<file path="src/rtl/uart_rx_pkg.sv">
// Shared types and constants for the buffered UART receiver.
// Optional build macro used by the receiver: UART_RX_MAJ_VOTE_EN.
package uart_rx_pkg;

  localparam int unsigned MIN_PRESCALE = 4;
  localparam int unsigned MAX_DATA_W   = 9;

  typedef enum logic [2:0] {
    IDLE,
    START,
    DATA,
    PARITY,
    STOP,
    STOP2
  } rx_state_e;

  // Data is stored at the widest legal frame size; the top slices DATA_W bits.
  typedef struct packed {
    logic                  stp_err;
    logic                  par_err;
    logic [MAX_DATA_W-1:0] data;
  } rx_entry_t;

endpackage

</file>
<file path="src/rtl/uart_rx_fifo.sv">
// Synchronous receive FIFO: power-of-two depth, wrapping pointers,
// simultaneous push and pop allowed even when full.
module uart_rx_fifo #(
  parameter int unsigned WIDTH = 8,
  parameter int unsigned DEPTH = 4
) (
  input  logic             clk_i,
  input  logic             rst_i,
  input  logic             push_i,
  input  logic             pop_i,
  input  logic [WIDTH-1:0] wdata_i,
  output logic [WIDTH-1:0] rdata_o,
  output logic             full_o,
  output logic             empty_o
);

  localparam int unsigned AW    = $clog2(DEPTH);
  localparam int unsigned CNT_W = AW + 1;

  logic [WIDTH-1:0] mem_q [DEPTH];
  logic [AW-1:0]    wr_ptr_q;
  logic [AW-1:0]    rd_ptr_q;
  logic [CNT_W-1:0] count_q;
  logic             do_push;
  logic             do_pop;

  assign empty_o = (count_q == '0);
  assign full_o  = (count_q == CNT_W'(DEPTH));
  assign do_pop  = pop_i & ~empty_o;
  // When full, a push is only taken if the head is leaving in the same cycle.
  assign do_push = push_i & (~full_o | do_pop);
  assign rdata_o = mem_q[rd_ptr_q];

  // Pointer and occupancy bookkeeping.
  always_ff @(posedge clk_i or posedge rst_i) begin
    if (rst_i) begin
      wr_ptr_q <= '0;
      rd_ptr_q <= '0;
      count_q  <= '0;
    end else begin
      if (do_push) wr_ptr_q <= wr_ptr_q + 1'b1;
      if (do_pop)  rd_ptr_q <= rd_ptr_q + 1'b1;
      case ({do_push, do_pop})
        2'b10:   count_q <= count_q + 1'b1;
        2'b01:   count_q <= count_q - 1'b1;
        default: count_q <= count_q;
      endcase
    end
  end

  // Storage array write port.
  always_ff @(posedge clk_i) begin
    if (do_push) mem_q[wr_ptr_q] <= wdata_i;
  end

endmodule

</file>
<file path="src/rtl/uart_rx_buffered.sv">
// Oversampled UART receiver with runtime parity/stop configuration,
// per-frame error flags and a receive FIFO with valid/ready pop.
// Build option: define UART_RX_MAJ_VOTE_EN for 3-sample majority voting.
module uart_rx_buffered
  import uart_rx_pkg::*;
#(
  parameter int unsigned DATA_W     = 8,
  parameter int unsigned PRESCALE_W = 6,
  parameter int unsigned FIFO_DEPTH = 4
) (
  input  logic                  clk,
  input  logic                  rst,
  input  logic                  RX_IN,
  input  logic                  PAR_EN,
  input  logic                  PAR_TYP,
  input  logic                  STOP2,
  input  logic [PRESCALE_W-1:0] prescale,
  output logic [DATA_W-1:0]     P_DATA,
  output logic                  par_err,
  output logic                  stp_err,
  output logic                  data_valid,
  input  logic                  data_ready,
  output logic                  overrun
);

  localparam int unsigned BIT_W   = $clog2(DATA_W);
  localparam int unsigned ENTRY_W = $bits(rx_entry_t);

  logic                  sync1_q, sync2_q, rx_prev_q;
  logic                  rx_s, fall;
  rx_state_e             state_q;
  logic [PRESCALE_W-1:0] ps_q, cnt_q, half, ps_d;
  logic [BIT_W-1:0]      bit_q;
  logic [DATA_W-1:0]     shift_q;
  logic                  par_en_q, par_typ_q, stop2_q;
  logic                  par_err_q, stp_err_q, overrun_q;
  logic                  bit_end, sample_hit, sample_bit, final_stop;
  logic                  fifo_push, fifo_pop, fifo_full, fifo_empty;
  rx_entry_t             push_entry, head_entry;
  logic [ENTRY_W-1:0]    fifo_rdata;
  logic                  unused_pad;

  assign rx_s    = sync2_q;
  assign fall    = rx_prev_q & ~sync2_q;
  assign half    = ps_q >> 1;
  assign bit_end = (cnt_q == ps_q - 1'b1);
  assign ps_d    = (prescale < PRESCALE_W'(MIN_PRESCALE)) ? PRESCALE_W'(MIN_PRESCALE) : prescale;

  // Two-flop synchroniser plus one delayed copy for falling-edge detection.
  always_ff @(posedge clk or posedge rst) begin
    if (rst) begin
      sync1_q   <= 1'b1;
      sync2_q   <= 1'b1;
      rx_prev_q <= 1'b1;
    end else begin
      sync1_q   <= RX_IN;
      sync2_q   <= sync1_q;
      rx_prev_q <= sync2_q;
    end
  end

`ifdef UART_RX_MAJ_VOTE_EN
  logic vote0_q, vote1_q;

  // Capture the two early samples; the decision is taken one cycle later.
  always_ff @(posedge clk or posedge rst) begin
    if (rst) begin
      vote0_q <= 1'b1;
      vote1_q <= 1'b1;
    end else if (state_q != IDLE) begin
      if (cnt_q == half - 1'b1) vote0_q <= rx_s;
      if (cnt_q == half)        vote1_q <= rx_s;
    end
  end

  assign sample_hit = (state_q != IDLE) && (cnt_q == half + 1'b1);
  assign sample_bit = (vote0_q & vote1_q) | (vote0_q & rx_s) | (vote1_q & rx_s);
`else
  assign sample_hit = (state_q != IDLE) && (cnt_q == half);
  assign sample_bit = rx_s;
`endif

  assign final_stop = sample_hit &&
                      (((state_q == STOP) && !stop2_q) || (state_q == uart_rx_pkg::STOP2));

  assign push_entry.stp_err = stp_err_q | ~sample_bit;
  assign push_entry.par_err = par_err_q;
  assign push_entry.data    = MAX_DATA_W'(shift_q);

  assign fifo_push = final_stop;
  assign fifo_pop  = data_ready & ~fifo_empty;

  // Frame FSM, bit timer, shift register and error/overrun registers.
  always_ff @(posedge clk or posedge rst) begin
    if (rst) begin
      state_q   <= IDLE;
      cnt_q     <= '0;
      bit_q     <= '0;
      shift_q   <= '0;
      ps_q      <= PRESCALE_W'(MIN_PRESCALE);
      par_en_q  <= 1'b0;
      par_typ_q <= 1'b0;
      stop2_q   <= 1'b0;
      par_err_q <= 1'b0;
      stp_err_q <= 1'b0;
      overrun_q <= 1'b0;
    end else begin
      overrun_q <= final_stop & fifo_full & ~fifo_pop;
      if (state_q != IDLE) cnt_q <= bit_end ? '0 : cnt_q + 1'b1;
      case (state_q)
        IDLE: begin
          if (fall) begin
            state_q   <= START;
            // The edge-detect cycle is bit-time 0, so the timer resumes at 1.
            cnt_q     <= PRESCALE_W'(1);
            bit_q     <= '0;
            par_err_q <= 1'b0;
            stp_err_q <= 1'b0;
            ps_q      <= ps_d;
            par_en_q  <= PAR_EN;
            par_typ_q <= PAR_TYP;
            stop2_q   <= STOP2;
          end
        end
        START: begin
          if (sample_hit && sample_bit) state_q <= IDLE;
          else if (bit_end)             state_q <= DATA;
        end
        DATA: begin
          if (sample_hit) shift_q <= {sample_bit, shift_q[DATA_W-1:1]};
          if (bit_end) begin
            if (bit_q == BIT_W'(DATA_W - 1)) begin
              bit_q   <= '0;
              state_q <= par_en_q ? PARITY : STOP;
            end else begin
              bit_q <= bit_q + 1'b1;
            end
          end
        end
        PARITY: begin
          if (sample_hit) par_err_q <= sample_bit != ((^shift_q) ^ par_typ_q);
          if (bit_end)    state_q   <= STOP;
        end
        STOP: begin
          if (sample_hit) stp_err_q <= stp_err_q | ~sample_bit;
          if (sample_hit && !stop2_q) state_q <= IDLE;
          else if (bit_end)           state_q <= uart_rx_pkg::STOP2;
        end
        uart_rx_pkg::STOP2: begin
          if (sample_hit) state_q <= IDLE;
        end
        default: state_q <= IDLE;
      endcase
    end
  end

  uart_rx_fifo #(
    .WIDTH (ENTRY_W),
    .DEPTH (FIFO_DEPTH)
  ) u_fifo (
    .clk_i   (clk),
    .rst_i   (rst),
    .push_i  (fifo_push),
    .pop_i   (fifo_pop),
    .wdata_i (push_entry),
    .rdata_o (fifo_rdata),
    .full_o  (fifo_full),
    .empty_o (fifo_empty)
  );

  assign head_entry = rx_entry_t'(fifo_rdata);
  assign unused_pad = ^head_entry.data;

  // Head outputs are forced to zero while the FIFO is empty.
  assign data_valid = ~fifo_empty;
  assign P_DATA     = data_valid ? head_entry.data[DATA_W-1:0] : '0;
  assign par_err    = data_valid & head_entry.par_err;
  assign stp_err    = data_valid & head_entry.stp_err;
  assign overrun    = overrun_q;

endmodule
</file>
<file path="config.mk">
export PLATFORM = sky130hd
export DESIGN_NAME = uart_rx_buffered
export DESIGN_NICKNAME = d
export VERILOG_FILES = /design/src/rtl/uart_rx_pkg.sv /design/src/rtl/uart_rx_fifo.sv /design/src/rtl/uart_rx_buffered.sv
export SDC_FILE = /design/constraint.sdc
export NUM_CORES = 1
export LEC_CHECK = 0
export ABC_CLOCK_PERIOD_IN_PS = 2300
export CELL_PAD_IN_SITES_DETAIL_PLACEMENT = 0
export CELL_PAD_IN_SITES_GLOBAL_PLACEMENT = 1
export CORE_MARGIN = 2
export CORE_UTILIZATION = 46
export CTS_BUF_LIST = sky130_fd_sc_hd__clkbuf_4
export DETAILED_ROUTE_END_ITERATION = 10
export GPL_ROUTABILITY_DRIVEN = 0
export MAX_ROUTING_LAYER = met4
export PLACE_DENSITY = 0.8
export SLEW_MARGIN = 15
export SYNTH_ARGS = -nofsm -noshare
export SYNTH_HDL_FRONTEND = slang
export SYNTH_SLANG_ARGS = --single-unit
</file>
<file path="constraint.sdc">
create_clock -name clk -period 2.3 [get_ports clk]
set_input_delay 0.46 -clock clk [delete_from_list [all_inputs] [get_ports clk]]
set_output_delay 0.46 -clock clk [all_outputs]
set_load 0.02 [all_outputs]
</file>
==> metrics.yaml <==
status:
  status: "complete, no violations"
layout:
  diodes: 0
  nets: 394
  fin_cells: 482
  area.growth.synth_to_final_pct: 21.8
  final_core_util_pct: 58.2
  most_common_library_cell_in_the_layout_ignoring_fill_and_taps: "sky130_fd_sc_hd__edfxtp_1"
  final_layout_size_suffix_gt1_share_pct: 29.2
  layout.cells.most_common_list: "40 x sky130_fd_sc_hd__edfxtp_1, 38 x sky130_fd_sc_hd__dfrtp_1, 35 x sky130_fd_sc_hd__buf_4"
worst_setup_path:
  endpoint_kind: "output port"
  start_kind: "register"
  worst_path_max_fanout: 5
  path_class: "register to output port"
  worst_ep_required_time_ps: 1840
  critical_path_arrival_ps: 1840
placement:
  dp.final_hpwl_mm: 5.30
  place_inst: 462
  dp_worst_setup_slack_ps: 36.0
  place.port_buffers: 24
clock_network:
  ctsHtreeMaxLevel: 3
  clockBufferDepth: 2
  tritoncts.num_buffers: 9
  cts_tree: "done"
  cts.clk_slew.worst_paths_ps: 140
  tritoncts_num_sinks: 82
  clk_root_buffer_cell: "sky130_fd_sc_hd__clkbuf_4"
  clk-insertion-delay-late_ps: 420
  ctsHoldBuffers: 0
yosys:
  postSynthCellCount: 312
  ys_seq_elements: 82
  syn_area_per_cell_sq_um: 12.7
  synth_edf_count: 40
  yosys.cell_types.count: 52
  postSynthNetCount: 334
  yosysSeqAreaShare_pct: 56.9
  synth.cell_area_sq_um: 3970
  yosys_warnings: 0
  ys_dominant_reg_cell: "sky130_fd_sc_hd__edfxtp_1"
  asyncSetResetFlopFracSynth_pct: 51.2
routing:
  vias_per_std_cell: 5.26
  drt-wirelength-per-cell_um: 15.6
  drcViolationCount: 0
  routed_wire_length_mm: 7.53
  first_iter_violations: 131
  vias: 2533
  postRouteAntennaNets: 0
  dr.pass1.iters: 4
global_routing:
  gr-usage-all-layers_pct: 17.7
  met3_track_demand_over_resource_pct: 3.47
  grt_antenna_before_repair: 0
  via_count_of_the_first_global_routing_pass: 2638
  grt_start_max_net_pins: 43
  wire_length_of_the_first_global_routing_pass_mm: 12.9
  global_route.overflow_total: 0
  global_route.usage.met2_pct: 29.6
  grt.busiest_layer: "met2"
  grt_use_met1_pct: 22.5
min_path:
  worstHoldPathType: "primary input to asynchronous set/reset pin"
sta:
  slew_viol_final: 0
  worstMarginPinSlew_ps: 365
  max_transition_margin_pct: 75.5
  final.setup.worst_slack_ps: 4.75
  f_max_mhz: 436
  finalClockSkew_ps: 15.5
  layout_min_cycle_time_ps: 2300
  finalHoldViolations: 0
  final-setup-viol-count: 0
  fin_crit_sh_pct: 99.8
  grt_setup_unrepaired: "true"
power_and_ir_drop:
  power.static_leakage_nw: 1.97
  post-layout-total-power_mw: 5.52
  peakVddDrop_v: 0.000497
  power_density_nw_per_um2: 1140
floorplanning:
  std_cell_rows: 33
  chipHeight_um: 96.8
  fp.dieArea_sq_um: 9380
  floorplan.initialDensity_pct: 47.8
  overall_die_width_um: 96.8
  ioPinCount: 25
  core_box_area_sq_um: 8300
flow_run:
  maxCapViolCount: 0
-- report_power, final --
group / switching [mW] / internal [mW]
logic: 1.21 / 1.32
clock network: 0.531 / 0.460
registers: 0.200 / 1.80
total: 1.95 / 3.58
-- sequential cells by signal (all words and copies together), names as in the netlist --
signal and flops:
par_err_q 1, overrun 1, stp_err_q 1, rx_prev_q 1
ps_q 6, bit_q 3, state_q 3, sync1_q 1
shift_q 8, par_typ_q 1, u_fifo.count_q 3, stop2_q 1
u_fifo.mem_q 40, cnt_q 6, par_en_q 1, u_fifo.rd_ptr_q 2
rx_s 1, u_fifo.wr_ptr_q 2
-- metrics by stage --
stage               setup TNS, ps  hold WS, ps  instance area (sq um)
global route                 -850          345                   4830
global placement                0          346                   4600
floorplan                   -68.1          345                   3980
CTS                          -158          358                   4800
finish                          0          352                   4830
detailed placement              0          347                   4600
-- synth_stat cells (all sizes together), types with 3 or more instances --
cell type   n  area, sq um
nand2b      3         18.8
nand3      16         85.1
nand2      30          113
nor2       18         70.1
dfstp       4          105
mux2i       3         30.0
nor4        3         18.8
o21ai      15         75.1
and2       13         81.3
mux2       10          116
mux4       10          225
xnor2      20          175
o211ai      4         30.0
ha          8          100
buf         4         32.5
clkbuf     10         38.8
edfxtp     40         1200
a21oi       3         15.0
xor2       10         95.1
inv        13         48.8
nand4       3         18.8
dfrtp      38          951
nor3        4         25.0
and3        4         25.0
-- final timing paths --
kind / slack (ps) / startpoint / depth (start not counted) / endpoint
setup / recovery: 5 / u_fifo.rd_ptr_q[0]$_DFFE_PP0P_ / 5 / P_DATA[4]
min in group clk: 370 / sync1_q$_DFF_PP1_ / 0 / rx_s$_DFF_PP1_
hold / removal: 350 / rst / 3 / shift_q[5]$_DFFE_PP0P_
hold reg to reg: 370 / sync1_q$_DFF_PP1_ / 0 / rx_s$_DFF_PP1_
max in group asynchronous: 1660 / rst / 3 / ps_q[2]$_DFFE_PP1P_
setup reg to reg: 60 / ps_q[3]$_DFFE_PP0P_ / 9 / u_fifo.count_q[1]$_DFFE_PP0P_
-- metal layers --
layer  wire length (um)  share of wire [%]  up-vias
met1               3430                 45     1240
met5                  0                  0        -
met3                190                2.5        5
met2               3850                 51       43
met4                 62               0.82        0
li1                   -                  -     1245
-- repair_timing --
action                     in CTS  in global routing
setup endpoints to repair      11                 18
gates resized for setup        50                 10
pin swaps                       1                  4
buffers inserted                3                  1
gates cloned                    1                  0
-- final cells by class --
class                           instances  area, sq um
Fill cell                             677         3470
Sequential cell                        82         2260
Multi-Input combinational cell        203         1650
Timing Repair Buffer                   63          573
Tap cell                              105          131
Clock inverter                          7          105
Clock buffer                            9         67.6
Inverter                               13         48.8
-- cell families (layout without fill, tap and decap cells) --
| family | count (synthesis) | in the layout | share of synthesized area [%] |
|---|---|---|---|
| simple gates | 102 | 102 | 13.9 |
| flops | 82 | 82 | 56.9 |
| compound gates | 39 | 39 | 6.97 |
| xor+xnor | 30 | 30 | 6.82 |
| buf+inv | 27 | 92 | 3.03 |
| mux | 23 | 23 | 9.37 |
| fa+ha+maj | 9 | 9 | 3.03 |
-- critical path, cell delays in order (launching register included) --
cell,delay (ps)
sky130_fd_sc_hd__dfrtp_1,370
sky130_fd_sc_hd__buf_4,130
sky130_fd_sc_hd__buf_16,120
sky130_fd_sc_hd__mux4_2,480
sky130_fd_sc_hd__and2_1,160
sky130_fd_sc_hd__buf_2,150
No activity file was read; power rests on OpenSTA's default activity.
